===== config.mk =====
export PLATFORM = sky130hd
export DESIGN_NAME = gio_intc
export DESIGN_NICKNAME = d
export VERILOG_FILES = /design/src/rtl/gio_intc.sv
export SDC_FILE = /design/constraint.sdc
export NUM_CORES = 1
export LEC_CHECK = 0
export CAP_MARGIN = 20
export CORE_MARGIN = 3
export CORE_UTILIZATION = 38
export DETAILED_ROUTE_END_ITERATION = 12
export PLACE_DENSITY = 0.66
export SYNTH_ARGS = -nofsm -noshare
export SYNTH_HDL_FRONTEND = slang
export SYNTH_SLANG_ARGS = --single-unit

===== constraint.sdc =====
create_clock -name clk -period 3.3 [get_ports clk]
set_clock_uncertainty 0.2 [all_clocks]
set_input_delay 0.825 -clock clk [delete_from_list [all_inputs] [get_ports clk]]
set_output_delay 0.825 -clock clk [all_outputs]
set_load 0.02 [all_outputs]

===== src/rtl/gio_intc.sv =====
// gio_intc: edge-capturing, fixed-priority interrupt controller for the
// PicoBlaze port map, driving the single interrupt/interrupt_ack handshake.
// Ports:
//   clk, rst        clock and synchronous active-high reset
//   address         CPU port_id
//   value_in        CPU out_port data
//   wen, ren        CPU write/read strobes
//   irq_src         request lines, synchronous to clk
//   interrupt       request to CPU
//   interrupt_ack   CPU acknowledge
//   rd_data         registered read data for the input-port mux
module gio_intc #(
  parameter int          NSRC      = 4,
  parameter logic [7:0]  ADDR_MASK = 8'h10,
  parameter logic [7:0]  ADDR_PEND = 8'h11,
  parameter logic [7:0]  ADDR_VEC  = 8'h12,
  parameter logic [7:0]  ADDR_EOI  = 8'h13
) (
  input  logic            clk,
  input  logic            rst,
  input  logic [7:0]      address,
  input  logic [7:0]      value_in,
  input  logic            wen,
  input  logic            ren,
  input  logic [NSRC-1:0] irq_src,
  output logic            interrupt,
  input  logic            interrupt_ack,
  output logic [7:0]      rd_data
);

  typedef enum logic [1:0] {
    IDLE,
    ASSERT,
    SERVICE
  } state_t;

  state_t          r_state;
  state_t          w_state_nxt;
  logic [NSRC-1:0] r_mask;
  logic [NSRC-1:0] r_pend;
  logic [NSRC-1:0] r_src_d;
  logic [2:0]      r_active_id;

  logic [NSRC-1:0] w_edge;
  logic [NSRC-1:0] w_req;
  logic [NSRC-1:0] w_id_oh;
  logic [NSRC-1:0] w_clr;
  logic [NSRC-1:0] w_pend_nxt;
  logic [NSRC-1:0] w_mask_nxt;
  logic [2:0]      w_req_id;
  logic            w_wr_mask;
  logic            w_wr_pend;
  logic            w_wr_eoi;
  logic            w_eoi_clr;
  logic            w_rd_hit;
  logic [7:0]      w_rd_val;
  logic [7:0]      w_mask8;
  logic [7:0]      w_pend8;
  logic            w_unused;

  // value_in bits above NSRC are don't-care for every register
  assign w_unused  = &{1'b0, value_in};

  assign w_edge    = irq_src & ~r_src_d;
  assign w_req     = r_pend & r_mask;
  assign w_wr_mask = wen && (address == ADDR_MASK);
  assign w_wr_pend = wen && (address == ADDR_PEND);
  assign w_wr_eoi  = wen && (address == ADDR_EOI);
  assign w_eoi_clr = w_wr_eoi && (r_state == SERVICE);

  always_comb begin
    w_id_oh = '0;
    for (int i = 0; i < NSRC; i++)
      w_id_oh[i] = (r_active_id == 3'(i));
  end

  // Clears first, then new edges: a same-cycle edge wins over any clear
  assign w_clr = (w_wr_pend ? value_in[NSRC-1:0] : '0)
               | (w_eoi_clr ? w_id_oh : '0);
  assign w_pend_nxt = (r_pend & ~w_clr) | w_edge;
  assign w_mask_nxt = w_wr_mask ? value_in[NSRC-1:0] : r_mask;

  // Scan high to low so the lowest index ends up selected
  always_comb begin
    w_req_id = '0;
    for (int i = NSRC - 1; i >= 0; i--)
      if (w_req[i])
        w_req_id = 3'(i);
  end

  always_comb begin
    w_state_nxt = r_state;
    unique case (r_state)
      IDLE:
        if (|w_req)
          w_state_nxt = ASSERT;
      ASSERT:
        if (interrupt_ack)
          w_state_nxt = SERVICE;
        else if (~|(w_id_oh & w_mask_nxt & w_pend_nxt))
          w_state_nxt = IDLE;
      SERVICE:
        if (w_wr_eoi)
          w_state_nxt = IDLE;
      default:
        w_state_nxt = IDLE;
    endcase
  end

  always_comb begin
    w_mask8 = '0;
    w_pend8 = '0;
    w_mask8[NSRC-1:0] = r_mask;
    w_pend8[NSRC-1:0] = r_pend;
  end

  always_comb begin
    w_rd_hit = 1'b1;
    w_rd_val = rd_data;
    unique case (1'b1)
      (address == ADDR_MASK): w_rd_val = w_mask8;
      (address == ADDR_PEND): w_rd_val = w_pend8;
      (address == ADDR_VEC):
        w_rd_val = {(r_state != IDLE), 4'b0, r_active_id};
      default: w_rd_hit = 1'b0;
    endcase
  end

  always_ff @(posedge clk) begin
    if (rst) begin
      r_state     <= IDLE;
      r_mask      <= '0;
      r_pend      <= '0;
      r_src_d     <= '0;
      r_active_id <= '0;
      interrupt   <= 1'b0;
      rd_data     <= '0;
    end else begin
      r_state   <= w_state_nxt;
      r_mask    <= w_mask_nxt;
      r_pend    <= w_pend_nxt;
      r_src_d   <= irq_src;
      interrupt <= (w_state_nxt == ASSERT);
      if ((r_state == IDLE) && (|w_req))
        r_active_id <= w_req_id;
      if (ren && w_rd_hit)
        rd_data <= w_rd_val;
    end
  end

endmodule


### After elaboration in Yosys (flattened, before gate mapping)

Index checks and enable logic that the tools add are counted.

* register bits: 26
* output and inout port bits: 9
* logic and storage cells: 54
* input port bits: 25

* equality and inequality tests: 10
* reduce and logical (&&, ||, !) cells: 14
* bitwise gates (word level): 9
* muxes and demuxes: 14

Operator list (number)
* equality test 8 x 5 -> 1 bit (second input constant): 4
* case mux 8 bit (3 select lines): 1
* AND 4 bit: 5
* two-way mux 4 bit: 3
* two-way mux 2 bit: 5
* two-way mux 3 bit: 3
* NOT 4 bit: 2
* bitwise OR 4 bit: 2
* OR reduction 4 bit: 2
* equality test 3 x 2 -> 1 bit (second input constant): 2
* logical AND 1 bit: 6
* case mux 2 bit (3 select lines): 1
* equality test 2 x 1 -> 1 bit (second input constant): 2
* equality test 3 x 1 -> 1 bit (second input constant): 1
* logical NOT 3 bit: 1
* nonzero test 3 bit: 1
* OR reduction 3 bit: 1
* equality test 2 bit (second input constant): 1
* logical NOT 2 bit: 1
* AND reduction 2 bit: 1
* nonzero test 2 bit: 1
* two-way mux 1 bit: 1

### Depth between registers and ports, before layout

* word-level depth: 14
* gate-level depth with buffers: 7
* depth with buffers taken out: 5

### Worst setup path before layout

No wires, ideal clock.

* path type: input to register
* start: input port address[5]
* end: register interrupt
* data required time: 2973 ps
* data arrival time: 2378 ps
* path buffers: 1
* stages: 6
* library setup time: 127 ps
* path slack: 595 ps
* cells stage by stage: or4b_1 -> buf_2 -> nor4_4 -> a221oi_2 -> a221oi_2 -> o41ai_1

* cells in the longest elaborated chain, start to end: 14
* elaborated cells on any way between the ends: 22
* classes of those cells: 4 x eq/ne; 7 x mux; 6 x bitwise; 5 x reduce/logical

RTL lines
* start, declared: RTL line 21 `input logic [7:0] address,`
* equality test 8 x 5 -> 1 bit: RTL line 68 `assign w_wr_eoi = wen && (address == ADDR_EOI);`
* logical AND 1 bit: RTL line 68
* logical AND 1 bit: RTL line 69 `assign w_eoi_clr = w_wr_eoi && (r_state == SERVICE);`
* two-way mux 4 bit: RTL line 79 `| (w_eoi_clr ? w_id_oh : '0);`
* bitwise OR 4 bit: RTL line 79
* NOT 4 bit: RTL line 80 `assign w_pend_nxt = (r_pend & ~w_clr) | w_edge;`
* AND 4 bit: RTL line 80
* bitwise OR 4 bit: RTL line 80
* AND 4 bit: RTL line 100 `else if (~|(w_id_oh & w_mask_nxt & w_pend_nxt))`
* OR reduction 4 bit: RTL line 100
* two-way mux 2 bit: RTL line 100
* two-way mux 2 bit: RTL line 98 `if (interrupt_ack)`
* case mux 2 bit (3 select lines) (*): RTL line 93 `unique case (r_state)`
* equality test 2 x 1 -> 1 bit (*): RTL line 143 `interrupt <= (w_state_nxt == ASSERT);`
* end signal, assigned: RTL line 143
* end, declared: RTL line 26 `output logic interrupt,`

Every way passes the cells marked *; elsewhere a longest branch is shown, timed or not.
A chain may end at the register's enable or synchronous reset.

### Worst setup path after layout

* start: input port address[5]
* end: register rd_data[0]

* cells in the longest elaborated chain, start to end: 5
* elaborated cells on any way between the ends: 9
* classes of those cells: 3 x eq/ne; 2 x mux; 4 x reduce/logical

RTL lines
* equality test 8 x 5 -> 1 bit (on tied branches): RTL line 121, 122, 123
* OR reduction 3 bit (no line)
* two-way mux 1 bit: RTL line 120 `unique case (1'b1)`
* logical AND 1 bit: RTL line 146 `if (ren && w_rd_hit)`
* AND reduction 2 bit (no line)
* end signal, assigned: RTL line 147 `rd_data <= w_rd_val;`
* end, declared: RTL line 28 `output logic [7:0] rd_data`

Parallel ways exist; a longest one is shown, timed or not. The select of a mux whose other input is x is not followed.

==> flow_summary.yaml <==
clocking:
  clkLatencyLatePin_ns: 0.31
  cts_sinks: 22
  cts_buffer_depth: 2
  htreeDepth: 1
  cts_buffers: 3
  post_cts_buffers: 0
  cts_hold_buffers: 0
  cts_tree: "yes"
  root_buffer: "clkbuf_4"
  cts_resized: 0
  clkTransAtPathRegs_ns: 0.12
critical_path:
  ff2ff_path_depth: 3
  cpLargestDelayFamily: "simple AND/OR/NAND/NOR gates"
  path_cells: "clkdlybuf4s50_1 -> or4b_1 -> buf_4 -> nor2_2 -> nand3_1 -> a211o_1 -> a21oi_1"
  critPathKind: "in -> reg"
  critPathLaunchType: "primary input"
  crit_cells: 7
  worstSetupEndpointType: "flip-flop"
  required_ns: 3.35
  cp_slowest_cell: "or4b_1"
  crit_buf_inv: 2
  cp.arrival_ns: 3.10
  critPathMaxStageDelay_ns: 0.71
  crit_fanout: 9
logic_synthesis:
  yosys.area.top_type_share_pct: 36.03
  async_reset_ff_share_pct: 0
  synth_most_common_cell: "dfxtp_1"
  synth.avg_cell_area_sq_um: 8.489
  ys_seq_area_share_pct: 36.03
  synth-edff-count: 0
  synth_top_area_cell: "dfxtp_1"
  synth_top_cells_by_count: "dfxtp_1 (22), nor2_1 (15), a21oi_1 (12)"
  ys_seq_elements: 22
  ys.flop_type: "dfxtp_1"
  synthTopCellsByArea: "dfxtp_1 (36%), a21oi_1 (4.9%), nor2_1 (4.6%)"
  synth_cells: 144
  ys_warn_count: 0
  yosysUniqueCellTypes: 42
  synth_area_sq_mm: 0.001222
power_and_ir_drop:
  ir_worst_vdd_mv: 0.3260
  internal-power_w: 0.0004329
  p_leak_nw: 0.5560
  p_per_area_mw_per_mm2: 347.7
  power_frac_comb_pct: 12.9
  clkPwrFrac_pct: 37.3
  sw_frac_of_total_pct: 22.26
  seqPwrFrac_pct: 49.9
  report.power.total_w: 0.0005569
  p_switching_w: 0.0001239
flow_run:
  drv_cap: 0
final_layout:
  antenna_cells: 0
  layout-drive-gt1-share_pct: 11.49
  layoutNonFillerInstCount: 216
  final_util_pct: 55.22
  fin_nets: 200
  area_growth_pct: 31.01
die:
  rows: 19
  fp.dieH_um: 62.72
  pin_count: 34
  die_w_um: 62.72
  die_area_sq_mm: 0.003933
  design.core.area_sq_mm: 0.002900
  initial_utilization_pct: 42.15
worst_hold_path:
  hold_depth: 2
  hold_class: "reg -> reg"
global_routing:
  grt_first_pass_wirelength_um: 5382
  overflow: 0
  grt_max_degree: 21
  antenna_found_initial: 0
  grt_pass1_vias: 1183
  grt_use_total_pct: 16.82
sta:
  drv_slew: 0
  finalSetupViolCount: 0
  fin_crit_ns: 3.052
  hold_viol: 0
  grt_setup_unrepaired: "false"
  fmax_mhz: 327.7
  finalCritPeriodShare_pct: 92.48
  fin_hold_ws_ns: 0.2745
  fin_tns_setup_ns: 0
placement:
  place_congestion: 0.8339
  port-buffer-count: 26
  dp.cells: 212
  hpwl_um: 2408
routing:
  final_antenna_net_count: 0
  routed_wl_um: 3133
  drt_first_pass_iters: 4
  drt_iter0_markers: 61
  wl_per_cell_um: 14.50
  drc: 0
  via_per_inst: 5.583
  num_vias: 1206
status:
  status: "finished, final reports clean"
## sequential cells by signal, indices dropped and copies added (netlist names)
| register | count |
|---|---|
| rd_data | 5 |
| r_mask | 4 |
| r_pend | 4 |
| r_src_d | 4 |
| r_active_id | 2 |
| r_state | 2 |
| interrupt | 1 |
## power by group through the flow
stage                     combinational, W  clock, W  sequential [W]
after floorplan                  0.0000382         0        0.000282
after global placement           0.0000700         0        0.000283
after detailed placement         0.0000712         0        0.000283
after CTS                        0.0000716  0.000212        0.000278
after global routing             0.0000789  0.000226        0.000279
final                            0.0000717  0.000208        0.000278
## stage by stage
stage	area [sq um]	setup slack, ns
3_3_place_gp	1549	0.009280
6_report	1602	0.2482
2_1_floorplan	1230	0.5951
5_1_grt	1602	0.07079
4_1_cts	1602	0.2647
3_5_place_dp	1549	-0.07777
## placed cells by master, fill, tap and decap left out, drive strengths merged, types with 5 or more instances in the layout
master / Yosys / layout
clkdlybuf4s50: 0 / 26
dfxtp: 22 / 22
nor2: 16 / 16
a21oi: 12 / 12
nand2: 10 / 10
buf: 4 / 7
nor2b: 6 / 6
o41ai: 6 / 6
inv: 6 / 6
a211oi: 5 / 5
nand2b: 5 / 5
## final cells by class
cell class,count,area (sq um)
Clock buffer,3,22.52
Multi-Input combinational cell,109,720.7
Sequential cell,22,440.4
Fill cell,294,1299
Clock inverter,1,30.03
Inverter,6,22.52
Tap cell,42,52.55
Timing Repair Buffer,33,312.8
## layer usage
| layer | global-route usage, % | vias up | routed length (um) |
|---|---|---|---|
| met4 | 7.438 | 0 | 38 |
| li1 | - | 602 | - |
| met5 | 0 | - | 0 |
| met1 | 21.75 | 558 | 1416 |
| met3 | 4.317 | 4 | 223 |
| met2 | 26.23 | 42 | 1454 |
## worst paths after layout
kind | slack, ns | from | to
setup / recovery | 0.25 | address[5] | rd_data[0]
hold reg to reg | 0.27 | rd_data[1] | rd_data[1]
setup reg to reg | 1.39 | r_state[0] | r_state[0]
hold / removal | 0.27 | rd_data[1] | rd_data[1]
## worst min-delay path: stages, from the launching register on
cell     delay, ns
dfxtp_1       0.33
nand2_1       0.05
a21oi_1       0.06
## cells by family after synthesis
kind of cell | Yosys count | share of synthesized area [%]
and+or+nand+nor | 56 | 26.41
AOI/OAI and AO/OA | 48 | 29.89
DFF | 22 | 36.03
buffers and inverters | 15 | 5.629
muxes | 2 | 1.740
other | 1 | 0.3068
(Power assumes the default switching activity.)
==> variant, RTL diff (same settings) <==
Take the reset off `r_src_d` and load it in a clocked block of its own.
--- a/src/rtl/gio_intc.sv
+++ b/src/rtl/gio_intc.sv
@@ -132,5 +132,4 @@
       r_mask      <= '0;
       r_pend      <= '0;
-      r_src_d     <= '0;
       r_active_id <= '0;
       interrupt   <= 1'b0;
@@ -140,5 +139,4 @@
       r_mask    <= w_mask_nxt;
       r_pend    <= w_pend_nxt;
-      r_src_d   <= irq_src;
       interrupt <= (w_state_nxt == ASSERT);
       if ((r_state == IDLE) && (|w_req))
@@ -149,4 +147,8 @@
   end
 
+  always_ff @(posedge clk) begin
+    r_src_d <= irq_src;
+  end
+
 endmodule
 
Check against the original RTL: not equivalent (a bounded check fails within 4 cycles, from zero or initial values and one cycle with rst high).
==> variant against the original RTL <==
- total power fell by 10%
- worst setup slack improved by 190 ps
- design area rose by 0.78%
- first-iteration DRC count fell by 4.9%
- sequential cell count did not move
- wire length fell by 2.4%
- highest routed layer unchanged
- synthesized cell count rose by 3.5%
- core utilization fell by 2.8 points
- synthesized area rose by 1.5%
==> variant: results <==
metrics = {
    "global_route": {
        "track_usage": 0.1630,
        "grt_pass1_wl_mm": 5.361,
        "first_global_vias": 1184,
        "grt_max_degree": 14,
        "grt_antenna_before_repair": 0,
    },
    "placed_design": {
        "place_hpwl_mm": 2.479,
        "dp_cells": 220,
        "port_buffers": 26,
        "gp_congestion": 0.8327,
    },
    "power": {
        "power_frac_comb": 0.145,
        "leakage_uw": 0.0005487,
        "clk-power_uw": 151,
        "switchingPower_uw": 121.9,
        "ir_drop_uv": 153.1,
    },
    "yosys": {
        "synth.area.top_cells": "dfxtp_1 35%, nand2_1 4.8%, a21oi_1 4.4%",
        "synth_edf_count": 0,
        "async_reset_ff_frac": 0,
        "ys_top_cells_by_count": "22 x dfxtp_1, 16 x nand2_1, 11 x a21oi_1, 11 x nor2_1",
        "ys_seq_area_frac": 0.3548,
        "ys_types": 51,
        "synthCells": 149,
    },
    "route": {
        "dr.pass1.iters": 4,
        "wl_met1_mm": 1.381,
        "wl_met3_um": 196,
        "wire_per_inst_um": 13.66,
        "routed.top_layer": "met4",
        "vias_per_cell": 5.612,
        "drt_iter0_drc": 58,
        "wl_met2_mm": 1.448,
    },
    "finish": {
        "drive_above_1_share": 0.1333,
        "fin_nets": 206,
        "n_fill_cell": 306,
        "fin_cells": 224,
        "diodes": 0,
        "top_register": "rd_data",
    },
    "timing": {
        "fin_setup_tns_ps": 0,
    },
    "setup_path": {
        "critical_path.top_delay_family": "compound AO/OA/AOI/OAI gates",
        "slowest_delay_ps": 520,
        "cp.arrival_ps": 2860,
        "crit_slowest_cell": "or4b_1",
        "crit_fanout": 10,
    },
    "worst_hold_path": {
        "hold_path.class": "register to register",
    },
    "status": {
        "status": "finished clean",
    },
    "clocking": {
        "post_cts_buffers": 0,
        "cts.clk_slew.worst_paths_ps": 130,
        "clockRootBuffer": "clkbuf_4",
        "htreeDepth": 1,
    },
}
## variant: cell types whose count changed in the layout (fill, tap and decap cells not counted), sizes merged, moves of 3 or more
cell and change:
nor2 -4, nand3 +5, nand2 +6, a41o +3, nor3 +3, o41ai -4
a211oi -4
## variant: layer usage
metal	global-route usage	vias up
li1	-	616
met1	0.2202	601
met2	0.2648	36
met3	0.03209	4
met4	0.04132	0
met5	0	-
## variant: kinds of logic (layout without fill, tap and decap cells)
logic type | Yosys count | count (layout) | synth area share
AO/OA/AOI/OAI | 43 | 43 | 0.2510
buffers and inverters | 16 | 45 | 0.06148
flip-flops | 22 | 22 | 0.3548
multiplexers | 2 | 2 | 0.01714
other | 1 | 3 | 0.003021
AND/OR/NAND/NOR | 65 | 65 | 0.3125
## variant: worst paths after layout
| check | startpoint | slack, ps | depth (start not counted) | end |
|---|---|---|---|---|
| min reg2reg | rd_data[7] | 260 | 2 | rd_data[7] |
| max | address[5] | 430 | 7 | r_state[0] |
| min | rd_data[7] | 260 | 2 | rd_data[7] |
| max reg2reg | r_src_d[0] | 1450 | 5 | r_state[0] |
## variant: worst min-delay path: cells and delay by family, from the launching register on
kind	cells	cell delay [ps]
AO/OA/AOI/OAI	1	50
flip-flops	1	330
AND/OR/NAND/NOR	1	50
## variant: final cells by class
class,count,share of cell area
inverters,6,0.01395
clock buffers,4,0.02248
flip-flops and latches,22,0.2729
multi-input cells,113,0.4535
well taps,44,0.03411
repair buffers,35,0.2031
## variant: metrics by stage
step,cell area (um2),setup WS [ps],total power [uW],utilization
floorplan,1249,714.1,316.9,-
global placement,1578,124.4,351.8,0.5126
detailed placement,1578,83.47,353.5,0.5126
CTS,1614,431.3,504.9,0.5244
global route,1614,294.1,526.7,0.5244
finish,1614,433.5,498.6,0.5244
